===== src/rtl/ysyx_22040088_fetch.sv =====
// rtl/ysyx_22040088_fetch.sv - multi-cycle instruction fetch stage with redirect and kill handling
// Optional misaligned-PC fault: define YSYX_22040088_FETCH_ALIGN_CHECK_EN.
module ysyx_22040088_fetch #(
  parameter logic [63:0] RESET_PC = 64'h8000_0000
) (
  input  logic        clk,
  input  logic        rst,
  output logic        req_valid,
  input  logic        req_ready,
  output logic [63:0] req_addr,
  input  logic        rsp_valid,
  input  logic [31:0] rsp_data,
  input  logic        rsp_err,
  output logic        out_valid,
  input  logic        out_ready,
  output logic [63:0] out_pc,
  output logic [31:0] out_inst,
  output logic        out_fault,
  input  logic        redirect_valid,
  input  logic [63:0] redirect_pc
);

  typedef enum logic [1:0] {IDLE, REQ, WAIT, HOLD} state_e;

  state_e      state_q, state_d;
  logic [63:0] pc_q, pc_d;
  logic        kill_q, kill_d;
  logic [63:0] out_pc_q, out_pc_d;
  logic [31:0] out_inst_q, out_inst_d;
  logic        out_fault_q, out_fault_d;

  always_comb begin
    state_d     = state_q;
    pc_d        = pc_q;
    kill_d      = kill_q;
    out_pc_d    = out_pc_q;
    out_inst_d  = out_inst_q;
    out_fault_d = out_fault_q;
    case (state_q)
      IDLE: state_d = REQ;
      REQ: begin
        // A redirect racing an accepted request must kill the in-flight response.
        if (req_ready) begin
          state_d = WAIT;
          kill_d  = redirect_valid;
        end
        if (redirect_valid) pc_d = redirect_pc;
      end
      WAIT: begin
        if (redirect_valid) begin
          pc_d = redirect_pc;
          if (rsp_valid) begin
            state_d = REQ;
            kill_d  = 1'b0;
          end else begin
            kill_d  = 1'b1;
          end
        end else if (rsp_valid) begin
          if (kill_q) begin
            state_d = REQ;
            kill_d  = 1'b0;
          end else begin
            state_d     = HOLD;
            out_pc_d    = pc_q;
            out_inst_d  = rsp_data;
            out_fault_d = rsp_err;
          end
        end
      end
      HOLD: begin
        if (redirect_valid) begin
          pc_d    = redirect_pc;
          state_d = REQ;
        end else if (out_ready) begin
          pc_d    = pc_q + 64'd4;
          state_d = REQ;
        end
      end
      default: state_d = IDLE;
    endcase
`ifdef YSYX_22040088_FETCH_ALIGN_CHECK_EN
    // A misaligned PC never reaches the bus; it is presented as a faulting nop.
    if (state_d == REQ && pc_d[1:0] != 2'b00) begin
      state_d     = HOLD;
      out_pc_d    = pc_d;
      out_inst_d  = 32'h0000_0013;
      out_fault_d = 1'b1;
    end
`endif
  end

  always_ff @(posedge clk or posedge rst) begin
    if (rst) begin
      state_q     <= IDLE;
      pc_q        <= RESET_PC;
      kill_q      <= 1'b0;
      out_pc_q    <= 64'd0;
      out_inst_q  <= 32'd0;
      out_fault_q <= 1'b0;
    end else begin
      state_q     <= state_d;
      pc_q        <= pc_d;
      kill_q      <= kill_d;
      out_pc_q    <= out_pc_d;
      out_inst_q  <= out_inst_d;
      out_fault_q <= out_fault_d;
    end
  end

  assign req_valid = (state_q == REQ);
  assign req_addr  = {pc_q[63:2], 2'b00};
  assign out_valid = (state_q == HOLD);
  assign out_pc    = out_pc_q;
  assign out_inst  = out_inst_q;
  assign out_fault = out_fault_q;

endmodule


===== config.mk =====
export PLATFORM = sky130hd
export DESIGN_NAME = ysyx_22040088_fetch
export DESIGN_NICKNAME = d
export VERILOG_FILES = /design/src/rtl/ysyx_22040088_fetch.sv
export SDC_FILE = /design/constraint.sdc
export NUM_CORES = 1
export LEC_CHECK = 0
export ABC_CLOCK_PERIOD_IN_PS = 15300
export BUFFER_PORTS_ARGS = -buffer_cell sky130_fd_sc_hd__buf_2
export CAP_MARGIN = 5
export CORE_MARGIN = 2
export CORE_UTILIZATION = 56
export CTS_CLUSTER_DIAMETER = 40
export DETAILED_ROUTE_END_ITERATION = 7
export PLACE_DENSITY = 0.86
export SYNTH_ARGS = -nofsm -noshare
export SYNTH_HDL_FRONTEND = slang
export SYNTH_SLANG_ARGS = --single-unit

===== constraint.sdc =====
create_clock -name clk -period 15.3 [get_ports clk]
set_clock_uncertainty 0.05 [all_clocks]
set_input_delay 2.295 -clock clk [delete_from_list [all_inputs] [get_ports clk]]
set_output_delay 2.295 -clock clk [all_outputs]
set_load 0.02 [all_outputs]

[Word level (Yosys, flattened, before mapping)]
Cells that the tools add are included.
Word-level totals
  register bits: 164
  bits of input ports: 103
  output and inout bits: 163
  word-level logic and storage cells: 42
Operators by class
  $add $sub $neg: 1
  equality and inequality tests: 8
  muxes and demuxes: 17
  bitwise gates (word level): 2
  reduce and logical (&&, ||, !) cells: 8
Operators with widths (count)
  2-to-1 mux 64 bit: 3
  one-hot mux 64 bit (2 select lines): 1
  adder 64 x 3 -> 64 bit (second input constant): 1
  2-to-1 mux 2 bit: 7
  AND reduction 3 bit: 3
  one-hot mux 2 bit (4 select lines): 1
  == test 2 bit (second input constant): 2
  2-to-1 mux 1 bit: 4
  inequality test 2 x 1 -> 1 bit (second input constant): 2
  AND reduction 4 bit: 1
  nonzero test 2 bit: 2
  inequality test 3 x 1 -> 1 bit (second input constant): 1
  inequality test 3 bit (second input constant): 1
  == test 2 x 1 -> 1 bit (second input constant): 1
  logical NOT 2 bit: 1
  inequality test 2 bit (second input constant): 1
  inverter 1 bit: 2
  one-hot mux 1 bit (2 select lines): 1
  OR reduction 2 bit: 1

[Longest topological paths before layout]
Gate-level depths: netlist (run 1).
  word-level depth: 4
  gate-level depth with buffers: 9
  mapped depth without buffers: 7

[Least setup slack after synthesis (run 1)]
Ideal clock, no wire load.
  path type: input to register
  from: input port redirect_valid
  to: register out_inst_q[0] (netlist: out_inst[0])
  library setup time: 125 ps
  arrival: 4031 ps
  required time: 15125 ps
  slack: 11094 ps
  stages: 7
  path buffers: 4
  cells stage by stage: clkbuf_1 nor3_1 and2_1 clkbuf_1 clkbuf_1 clkbuf_1 mux2_2
Between the ends
  word-level cells in the longest chain between the ends: 2
RTL lines
  start, declared: line 19  | input logic redirect_valid,
  inverter 1 bit (no source line)
  AND reduction 4 bit (no source line)
  end signal, assigned: line 105  | out_inst_q <= out_inst_d;
  end, declared: line 29  | logic [31:0] out_inst_q, out_inst_d;
Every way passes these cells.
A chain may end at the register's enable or synchronous reset.

[Worst setup path after layout (run 1)]
  from: input port redirect_valid
  to: register pc_q[38]
Between the ends
  word-level cells in the longest chain between the ends: 2
  elaborated cells on any way between the ends: 5
  those cells by class: 2 x eq/ne; 2 x mux; 1 x reduce/logical
RTL lines
  inequality test 3 x 1 -> 1 bit (no source line) (tied with other cells)
  AND reduction 3 bit (no source line) / one-hot mux 64 bit (2 select lines) (equally long branches)
  end signal, assigned: line 102  | pc_q <= pc_d;
  end, declared: line 26  | logic [63:0] pc_q, pc_d;
Parallel ways exist; a longest one is shown, timed or not.

==> results of run 1 <==
-- area by class of cell --
cell class	count	share of cell area (%)
flip-flops and latches	164	39.92
well taps	188	2.287
clock buffers	18	4.271
clock inverters	14	1.886
multi-input cells	565	37.77
inverters	10	0.4137
repair buffers	271	13.38
diodes	3	0.07300
-- report_power, final --
group	switching (mW)	internal, mW	leakage [nW]	total (mW)
combinational	0.649	0.401	2.46	1.05
clock	0.188	0.266	0.302	0.454
sequential	0.230	0.642	2.00	0.872
total	1.07	1.31	4.76	2.38
-- synthesized netlist by cell type (all sizes together), types with 2 or more instances --
cell / instances
a32oi: 3
a2bb2oi: 6
mux2i: 2
nor3: 25
o211ai: 6
or2: 4
a22oi: 2
ha: 6
and2: 5
a311oi: 6
nor2b: 3
mux2: 99
o31a: 2
buf: 69
o31ai: 2
a31o: 2
nand2: 47
and4: 14
or3: 14
o22a: 8
a21oi: 52
nor3b: 2
nand4: 27
a41o: 2
nor4: 17
and3: 24
nand3: 33
clkbuf: 52
o22ai: 11
o2bb2ai: 2
o41ai: 3
inv: 10
nand2b: 5
dfrtp: 163
or4: 7
nor2: 52
a31oi: 11
o21ai: 35
a211oi: 10
-- worst max path at each step --
stage | start | to | slack, ps | cells after the start
detailed placement | redirect_valid | out_inst[10] | 10720 | 5
global route | redirect_valid | pc_q[38] | 11020 | 6
finish | redirect_valid | pc_q[38] | 11120 | 6
CTS | redirect_valid | out_inst[10] | 11180 | 5
global placement | redirect_valid | out_pc[10] | 10800 | 5
floorplan | rst | kill_q | 8520 | 1
-- kinds of logic (layout without fill, tap and decap cells) --
family	after synthesis	in the layout	synth area share, %
muxes	101	101	13.07
AOI/OAI and AO/OA	173	173	12.82
and+or+nand+nor	283	283	17.49
DFF	164	164	47.26
other	1	5	0.04317
buffers and inverters	131	313	8.456
adders and majority gates	6	6	0.8643
-- per-layer routing --
| metal | global-route usage, % | up-vias | share of wire [%] |
|---|---|---|---|
| met2 | 45.59 | 392 | 48 |
| li1 | - | 3482 | - |
| met5 | 0 | - | 0 |
| met3 | 6.237 | 67 | 7.9 |
| met4 | 11.83 | 0 | 3.1 |
| met1 | 39.02 | 3742 | 41 |
-- stage by stage --
step | total power, mW | hold slack (ps)
detailed placement | 1.914 | 440.1
global route | 2.519 | 467.5
floorplan | 1.645 | 424.9
finish | 2.376 | 451.5
global placement | 1.869 | 434.2
CTS | 2.376 | 455.5
-- registers in the layout (all words and copies together) (netlist names) --
| name | count |
|---|---|
| kill_q | 1 |
| out_inst | 32 |
| out_pc | 64 |
| state_q | 2 |
| pc_q | 64 |
| out_fault | 1 |
==> impl_metrics.json, run 1 <==
{
  "grt_antenna_before_repair": 2,
  "drc": 0,
  "final_cell_mix": "263 x buf_2, 163 x dfrtp_1, 99 x mux2_2, 52 x a21oi_1, 52 x nor2_1",
  "cts.clk_slew.worst_paths_ps": 70,
  "fin_nets": 1138,
  "r2r-start": "pc_q[11]",
  "synthCells": 859,
  "final-seq-area_um2": 4105,
  "cts-buffers-inserted": 17,
  "core-area_um2": 15200,
  "relSlewSlack_pct": 22.14,
  "worstRegToRegCells": 5,
  "holdPathStages": 1,
  "clock.fmax_mhz": 239.4,
  "cts_resized": 0,
  "fin_cells": 1233,
  "yosys_warnings": 0,
  "worst_slew_pin_slew_ps": 1159,
  "first_global_vias": 7182,
  "finalCritPeriodShare_pct": 27.31,
  "synth_ff_type": "dfrtp_1",
  "ys_async_sr_fraction_pct": 100.0,
  "cts.sinks": 164,
  "status": "finished, final reports clean",
  "area_growth_pct": 18.40,
  "drv_slew": 0,
  "clock_latency_ps": 430,
  "ys_types": 61,
  "netlist_top_cells_area": "dfrtp_1 47%, mux2_2 13%, buf_4 5.5%",
  "synth-seq-cells": 164,
  "post_cts_buffers": 0,
  "place_inst": 1198,
  "dieArea_um2": 16520,
  "grt_usage_pct": 28.84,
  "critPathBufInv": 2,
  "ant_nets": 0,
  "syn_avg_cell_area_um2": 10.11,
  "overflow": 0,
  "finalHoldViolCount": 0,
  "regToRegEndpoint": "pc_q[55]",
  "path_cells": "buf_2, nor2b_4, buf_4, nand2_1, or4_1, nand3_1",
  "grt_max_degree": 94,
  "place_congestion": 0.9022,
  "drive_above_1_share_pct": 39.92,
  "slowest_delay_ps": 670,
  "fin_ws_ps": 11120,
  "p_leak_nw": 4.758,
  "num_io_pins": 266,
  "ctsLongestPathBuffers": 2,
  "hp-class": "reg2reg",
  "htreeDepth": 4,
  "vias": 7683,
  "fin_area_um2": 10280,
  "yosysTopAreaCellShare_pct": 46.96,
  "pwr_density_cell_nw_per_um2": 231.1,
  "path_delay_family": "simple AND/OR/NAND/NOR gates",
  "rsz0062_at_grt": "no",
  "placement.cell_area_um2": 9643,
  "min_to": "out_pc[51]",
  "cp-start-kind": "input port",
  "rows": 45,
  "period_needed_ps": 4178,
  "path_max_fanout": 93,
  "seq_area_frac_synth_pct": 47.26,
  "ctsHoldBuffers": 0,
  "tritoncts": "built",
  "fin_util_pct": 67.65,
  "synth_edf_count": 0,
  "setup.worst_path.end_class": "register",
  "finalSetupTns_ps": 0,
  "die_h_um": 128.5,
  "critPathSlowestCell": "buf_4",
  "fp.dieW_um": 128.5,
  "finalSetupViolations": 0,
  "wl_per_cell_um": 19.20,
  "cp_data_arrival_time_ps": 4490,
  "crit_type": "in2reg",
  "dr.first_iter.drc_count": 879,
  "synth.largest_area_cell": "dfrtp_1",
  "via_per_inst": 6.231,
  "cap_viol_max_count": 0,
  "grt_pass1_wl_um": 37690,
  "multi_input_area_um2": 3884,
  "mostFrequentLayoutCell": "buf_2",
  "dpl.hpwl_um": 16160,
  "vdd_drop_max_uv": 121.5,
  "n_fill_cell": 1208,
  "syn_area_um2": 8686,
  "post-place-ws_ps": 10720,
  "numPortBuffers": 263,
  "min_from": "out_pc[51]",
  "cp.required_ps": 15610,
  "totalWireLength_um": 23670,
  "rrSetupSlack_ps": 12200,
  "first_pass_iters": 5,
  "start_util_pct": 57.14,
  "root_buffer": "clkbuf_16"
}
Note: power is estimated with default switching activity, not from simulation.
==> run 2: changes to the inputs <==
Settings changed: ABC_CLOCK_PERIOD_IN_PS 15300 to 3400, CORE_UTILIZATION 56 to 47, PLACE_DENSITY 0.86 to 0.77.
Clock period 15.3 ns to 3.4 ns, I/O delays scaled along.
==> run 2 against run 1 <==
Against the previous run:
- first-iteration DRC count decreased by 41%
- highest routed layer unchanged
- non-clock buffer count increased by 7
- global-route usage decreased by 4.0 points
- sequential share of layout area decreased by 0.55 points
- combinational power increased to 4.6 times the previous value
- sequential power increased to 4.5 times the previous value
- cell area increased by 1.4%
- via count decreased by 2.3%
- critical endpoint is now pc_q[57]
==> impl_metrics.json, run 2 (synthesis results as in run 1) <==
{
  "path_cells": "nand4_2, or4_1, or3_4, or4_1, a211oi_1",
  "drc": 0,
  "place_inst": 1246,
  "finalSetupViolations": 0,
  "root_buffer": "clkbuf_16",
  "place_congestion": 0.8923,
  "fin_cells": 1281,
  "fin_nets": 1145,
  "ctsHoldBuffers": 0,
  "crit_type": "reg2reg",
  "worst_slew_pin_slew_ps": 1052,
  "timing.critical_path.mode_cell": "or4_1",
  "p_leak_nw": 4.802,
  "die_h_um": 139.9,
  "status": "finished, final reports clean",
  "first_global_vias": 7197,
  "rsz0062_at_grt": "no",
  "cts-buffers-inserted": 17,
  "core-area_um2": 18020,
  "htreeDepth": 4,
  "via_per_inst": 5.863,
  "pwr_density_cell_nw_per_um2": 1023,
  "start_util_pct": 48.19,
  "fin_util_pct": 57.85,
  "relSlewSlack_pct": 29.69,
  "rrSetupSlack_ps": 560,
  "cp-start-kind": "register",
  "cp_data_arrival_time_ps": 3130,
  "p_comb_share_pct": 45.0,
  "wl_per_cell_um": 18.95,
  "cts.sinks": 164,
  "post_cts_buffers": 0,
  "drive_above_1_share_pct": 40.32,
  "dieArea_um2": 19580,
  "drv_slew": 0,
  "cts.clk_slew.worst_paths_ps": 70,
  "tritoncts": "built",
  "wl_met2_um": 11480,
  "ctsLongestPathBuffers": 2,
  "switching_share_pct": 45.62,
  "p_seq_share_pct": 36.5,
  "first_pass_iters": 5,
  "cts_resized": 0,
  "vdd_drop_max_uv": 492.0,
  "num_io_pins": 266,
  "wl_met3_um": 1829,
  "mostFrequentLayoutCell": "buf_2",
  "overflow": 0,
  "final_cell_mix": "263 x buf_2, 163 x dfrtp_1, 99 x mux2_2, 52 x a21oi_1, 52 x nor2_1",
  "clock.fmax_mhz": 352.7,
  "totalWireLength_um": 24280,
  "finalSetupTns_ps": 0,
  "setup.worst_path.end_class": "register",
  "dpl.hpwl_um": 17410,
  "rows": 49,
  "p_clk_share_pct": 18.5,
  "grt_pass1_wl_um": 38920,
  "n_fill_cell": 1562,
  "grt_usage_pct": 24.89,
  "cp.required_ps": 3700,
  "hp-class": "in2async",
  "period_needed_ps": 2836,
  "area_growth_pct": 20.05,
  "m1WireLength_um": 10390,
  "finalHoldViolCount": 0,
  "clock_latency_ps": 440,
  "numPortBuffers": 263,
  "critPathSlowestCell": "or4_1",
  "grt_max_degree": 93,
  "dr.first_iter.drc_count": 523,
  "grt_antenna_before_repair": 1,
  "cap_viol_max_count": 0,
  "ant_nets": 0,
  "finalCritPeriodShare_pct": 83.40,
  "vias": 7510,
  "fp.dieW_um": 139.9,
  "p_sw_mw": 4.869,
  "path_max_fanout": 13,
  "internal-power_mw": 5.804,
  "maxUsedRoutingLayer": "met4",
  "slowest_delay_ps": 710
}
-- run 2: changes by cell type in the layout (fill, tap and decap cells not counted) --
| cell | before | now |
|---|---|---|
| inv_8 | 1 | 5 |
| buf_4 | 8 | 10 |
| clkbuf_8 | 1 | 0 |
| clkinv_4 | 4 | 2 |
| clkinv_8 | 1 | 3 |
| inv_6 | 4 | 3 |
| buf_12 | 0 | 5 |
| bufinv_16 | 3 | 1 |
-- run 2: layout make-up --
class	count	area, um^2	area share [%]
repair buffers	278	1491	14.30
multi-input cells	565	3884	37.24
inverters	10	41.29	0.3960
flip-flops and latches	164	4105	39.37
clock inverters	15	186.4	1.788
clock buffers	17	425.4	4.080
diodes	3	7.507	0.07199
well taps	229	286.5	2.748
-- run 2: worst max-delay path: cells and delay by family (launching register included) --
family,cells,cell delay (ps)
flops,1,510
simple gates,4,1950
compound gates,1,240
-- run 2: worst paths after layout --
check                        startpoint           end  cells after the start
max                            pc_q[10]      pc_q[57]                      5
min                                 rst  out_inst[19]                      2
max reg2reg                    pc_q[10]      pc_q[57]                      5
min reg2reg                out_inst[30]  out_inst[30]                      1
max in group asynchronous           rst    out_pc[40]                      3
min in group clk           rsp_data[26]  out_inst[26]                      2
-- run 2: stage by stage --
step                      hold slack [ps]  worst slack (ps)  power, mW  instance area [um^2]
final                               248.9             564.5      10.67                 10430
after global routing                234.2             425.5      11.35                 10420
after CTS                           233.6             590.5      10.72                 10420
after detailed placement            439.7             606.4      8.706                  9808
after global placement              432.4             663.8      8.561                  9808
after floorplan                     424.9             756.0      7.405                  8693
-- run 2: power by group through the flow --
stage / sequential [mW] / clock [mW] / combinational [mW]
2_1_floorplan: 4.27 / 0 / 3.14
3_3_place_gp: 3.84 / 0 / 4.72
3_5_place_dp: 3.91 / 0 / 4.79
4_1_cts: 3.89 / 2.02 / 4.81
5_1_grt: 4.06 / 2.09 / 5.19
6_report: 3.89 / 1.98 / 4.80
-- run 2: metal layers --
metal / GRT usage [%] / vias to the layer above
met2: 39.15 / 314
met1: 33.41 / 3665
met3: 6.940 / 48
li1: - / 3483
met5: 0 / -
met4: 8.421 / 0
==> run 3: changes to the inputs <==
Settings changed: ABC_CLOCK_PERIOD_IN_PS 3400 to 2500.
Clock period 3.4 ns to 2.5 ns, I/O delays scaled along.
==> run 3 against run 2 <==
Against the previous run:
- via count increased by 3.0%
- sequential share of layout area decreased by 1.4 points
- global-route usage increased by 0.26 points
- sequential cell count unchanged
- cell area increased by 3.6%
- utilization increased by 2.1 points
- register-to-register slack got worse by 440 ps
- clock power increased by 33%
- maximum frequency increased by 19%
- critical endpoint is now pc_q[37]
- largest power group unchanged
- highest routed layer unchanged
==> impl_metrics.json, run 3 (synthesis results as in run 1) <==
{
  "status": "finished, final reports clean",
  "tritoncts": "built",
  "grt_antenna_before_repair": 0,
  "num_io_pins": 266,
  "cp.required_ps": 2770,
  "path_delay_family": "simple AND/OR/NAND/NOR gates",
  "clock_latency_ps": 440,
  "fin_cells": 1333,
  "root_buffer": "clkbuf_16",
  "dpl.hpwl_um": 18400,
  "finalCritPeriodShare_pct": 95.04,
  "finalHoldViolCount": 0,
  "wl_per_cell_um": 18.66,
  "ant_nets": 0,
  "drc": 0,
  "crit_type": "reg2reg",
  "multi_input_area_um2": 3887,
  "path_max_fanout": 8,
  "cap_viol_max_count": 0,
  "finalSetupTns_ps": 0,
  "internal-power_mw": 8.277,
  "place_inst": 1300,
  "htreeDepth": 4,
  "hp-class": "in2reg",
  "final_cell_mix": "263 x buf_2, 163 x dfrtp_1, 99 x mux2_2, 65 x buf_4",
  "critPathBufInv": 0,
  "fin_nets": 1200,
  "p_seq_share_pct": 33.0,
  "die_h_um": 139.9,
  "mostFrequentLayoutCell": "buf_2",
  "first_global_vias": 7389,
  "p_comb_share_pct": 49.4,
  "rows": 49,
  "drive_above_1_share_pct": 43.30,
  "clock.fmax_mhz": 420.9,
  "num_antenna_cells": 0,
  "post_cts_buffers": 0,
  "fp.dieW_um": 139.9,
  "setup.worst_path.end_class": "register",
  "worst_slew_pin_slew_ps": 609.4,
  "vdd_drop_max_uv": 726.4,
  "totalWireLength_um": 24880,
  "vias": 7733,
  "first_pass_iters": 5,
  "core-area_um2": 18020,
  "cp-start-kind": "register",
  "cts.sinks": 164,
  "p_clk_share_pct": 17.6,
  "place_congestion": 0.8675,
  "grt_pass1_wl_um": 39220,
  "via_per_inst": 5.801,
  "cts.clk_slew.worst_paths_ps": 70,
  "p_leak_nw": 5.044,
  "pwr_density_cell_nw_per_um2": 1387,
  "dr.first_iter.drc_count": 730,
  "path_cells": "nand4_1, or4_1, or3_1, o31a_1, a211oi_1",
  "period_needed_ps": 2376,
  "grt_usage_pct": 25.15,
  "grt_max_degree": 64,
  "relSlewSlack_pct": 59.37,
  "numPortBuffers": 263,
  "area_growth_pct": 24.42,
  "cts-buffers-inserted": 17,
  "critPathSlowestCell": "or4_1",
  "drv_slew": 0,
  "dieArea_um2": 19580,
  "overflow": 0,
  "start_util_pct": 48.19,
  "final-seq-area_um2": 4105,
  "n_fill_cell": 1562,
  "slowest_delay_ps": 580,
  "finalSetupViolations": 0,
  "switching_share_pct": 44.80,
  "ctsLongestPathBuffers": 2,
  "rsz0062_at_grt": "no",
  "cp_data_arrival_time_ps": 2650,
  "p_sw_mw": 6.717
}
run 3: cell count changes in the layout (fill, tap and decap cells not counted), sizes merged:
cell	delta
buf	+54
diode	-3
clkinv	-2
clkinvlp	+2
dlygate4sd3	+1
run 3: metal layers:
metal | global-route usage [%] | vias up | routed length, um
li1 | - | 3587 | -
met1 | 33.72 | 3729 | 10510
met2 | 39.97 | 366 | 11820
met3 | 6.222 | 51 | 1942
met4 | 8.947 | 0 | 602
met5 | 0 | - | 0
run 3: worst register-to-register path, stage by stage (launching register included):
cell	delay (ps)
dfrtp_1	450
nand4_1	200
or4_1	580
or3_1	470
o31a_1	290
a211oi_1	230
run 3: path summary, 6_finish.rpt:
| kind | from | cells after the start | end | slack [ps] |
|---|---|---|---|---|
| hold / removal | rsp_data[0] | 2 | out_inst[0] | 110 |
| setup reg to reg | pc_q[18] | 5 | pc_q[37] | 120 |
| hold reg to reg | out_inst[23] | 1 | out_inst[23] | 450 |
| setup / recovery | pc_q[18] | 5 | pc_q[37] | 120 |
| max in group asynchronous | rst | 4 | pc_q[28] | 1200 |
| min in group asynchronous | rst | 3 | state_q[1] | 370 |
run 3: cell type report:
type	count	area share, %
Clock inverter	15	1.540
Inverter	10	0.3821
Tap cell	229	2.651
Timing Repair Buffer	333	17.53
Sequential cell	164	37.99
Clock buffer	17	3.937
Multi-Input combinational cell	565	35.97
run 3: power groups by stage:
stage	clock network, mW	registers (mW)	logic [mW]
floorplan	0	5.80	4.27
global placement	0	4.90	7.27
detailed placement	0	4.98	7.38
CTS	2.68	4.94	7.41
global route	2.79	5.14	7.99
finish	2.64	4.95	7.41
run 3: what timing repair did:
action                     in CTS  in global routing
setup endpoints to repair       0                  1
hold endpoints to repair        3                  0
hold buffers                    1                  0
resized for setup               0                  1
run 3: per-stage QoR:
| step | setup slack [ps] | instance area, um^2 | total power, mW | utilization (%) | hold slack, ps |
|---|---|---|---|---|---|
| after floorplan | -8.974 | 8693 | 10.07 | - | 424.9 |
| after global placement | 154.5 | 10200 | 12.17 | 56.59 | 248.5 |
| after detailed placement | 134.8 | 10200 | 12.36 | 56.59 | 253.2 |
| after CTS | 123.5 | 10800 | 15.04 | 59.93 | 103.6 |
| after global routing | 27.98 | 10810 | 15.92 | 59.95 | 102.2 |
| final | 124.0 | 10810 | 14.99 | 59.95 | 113.9 |
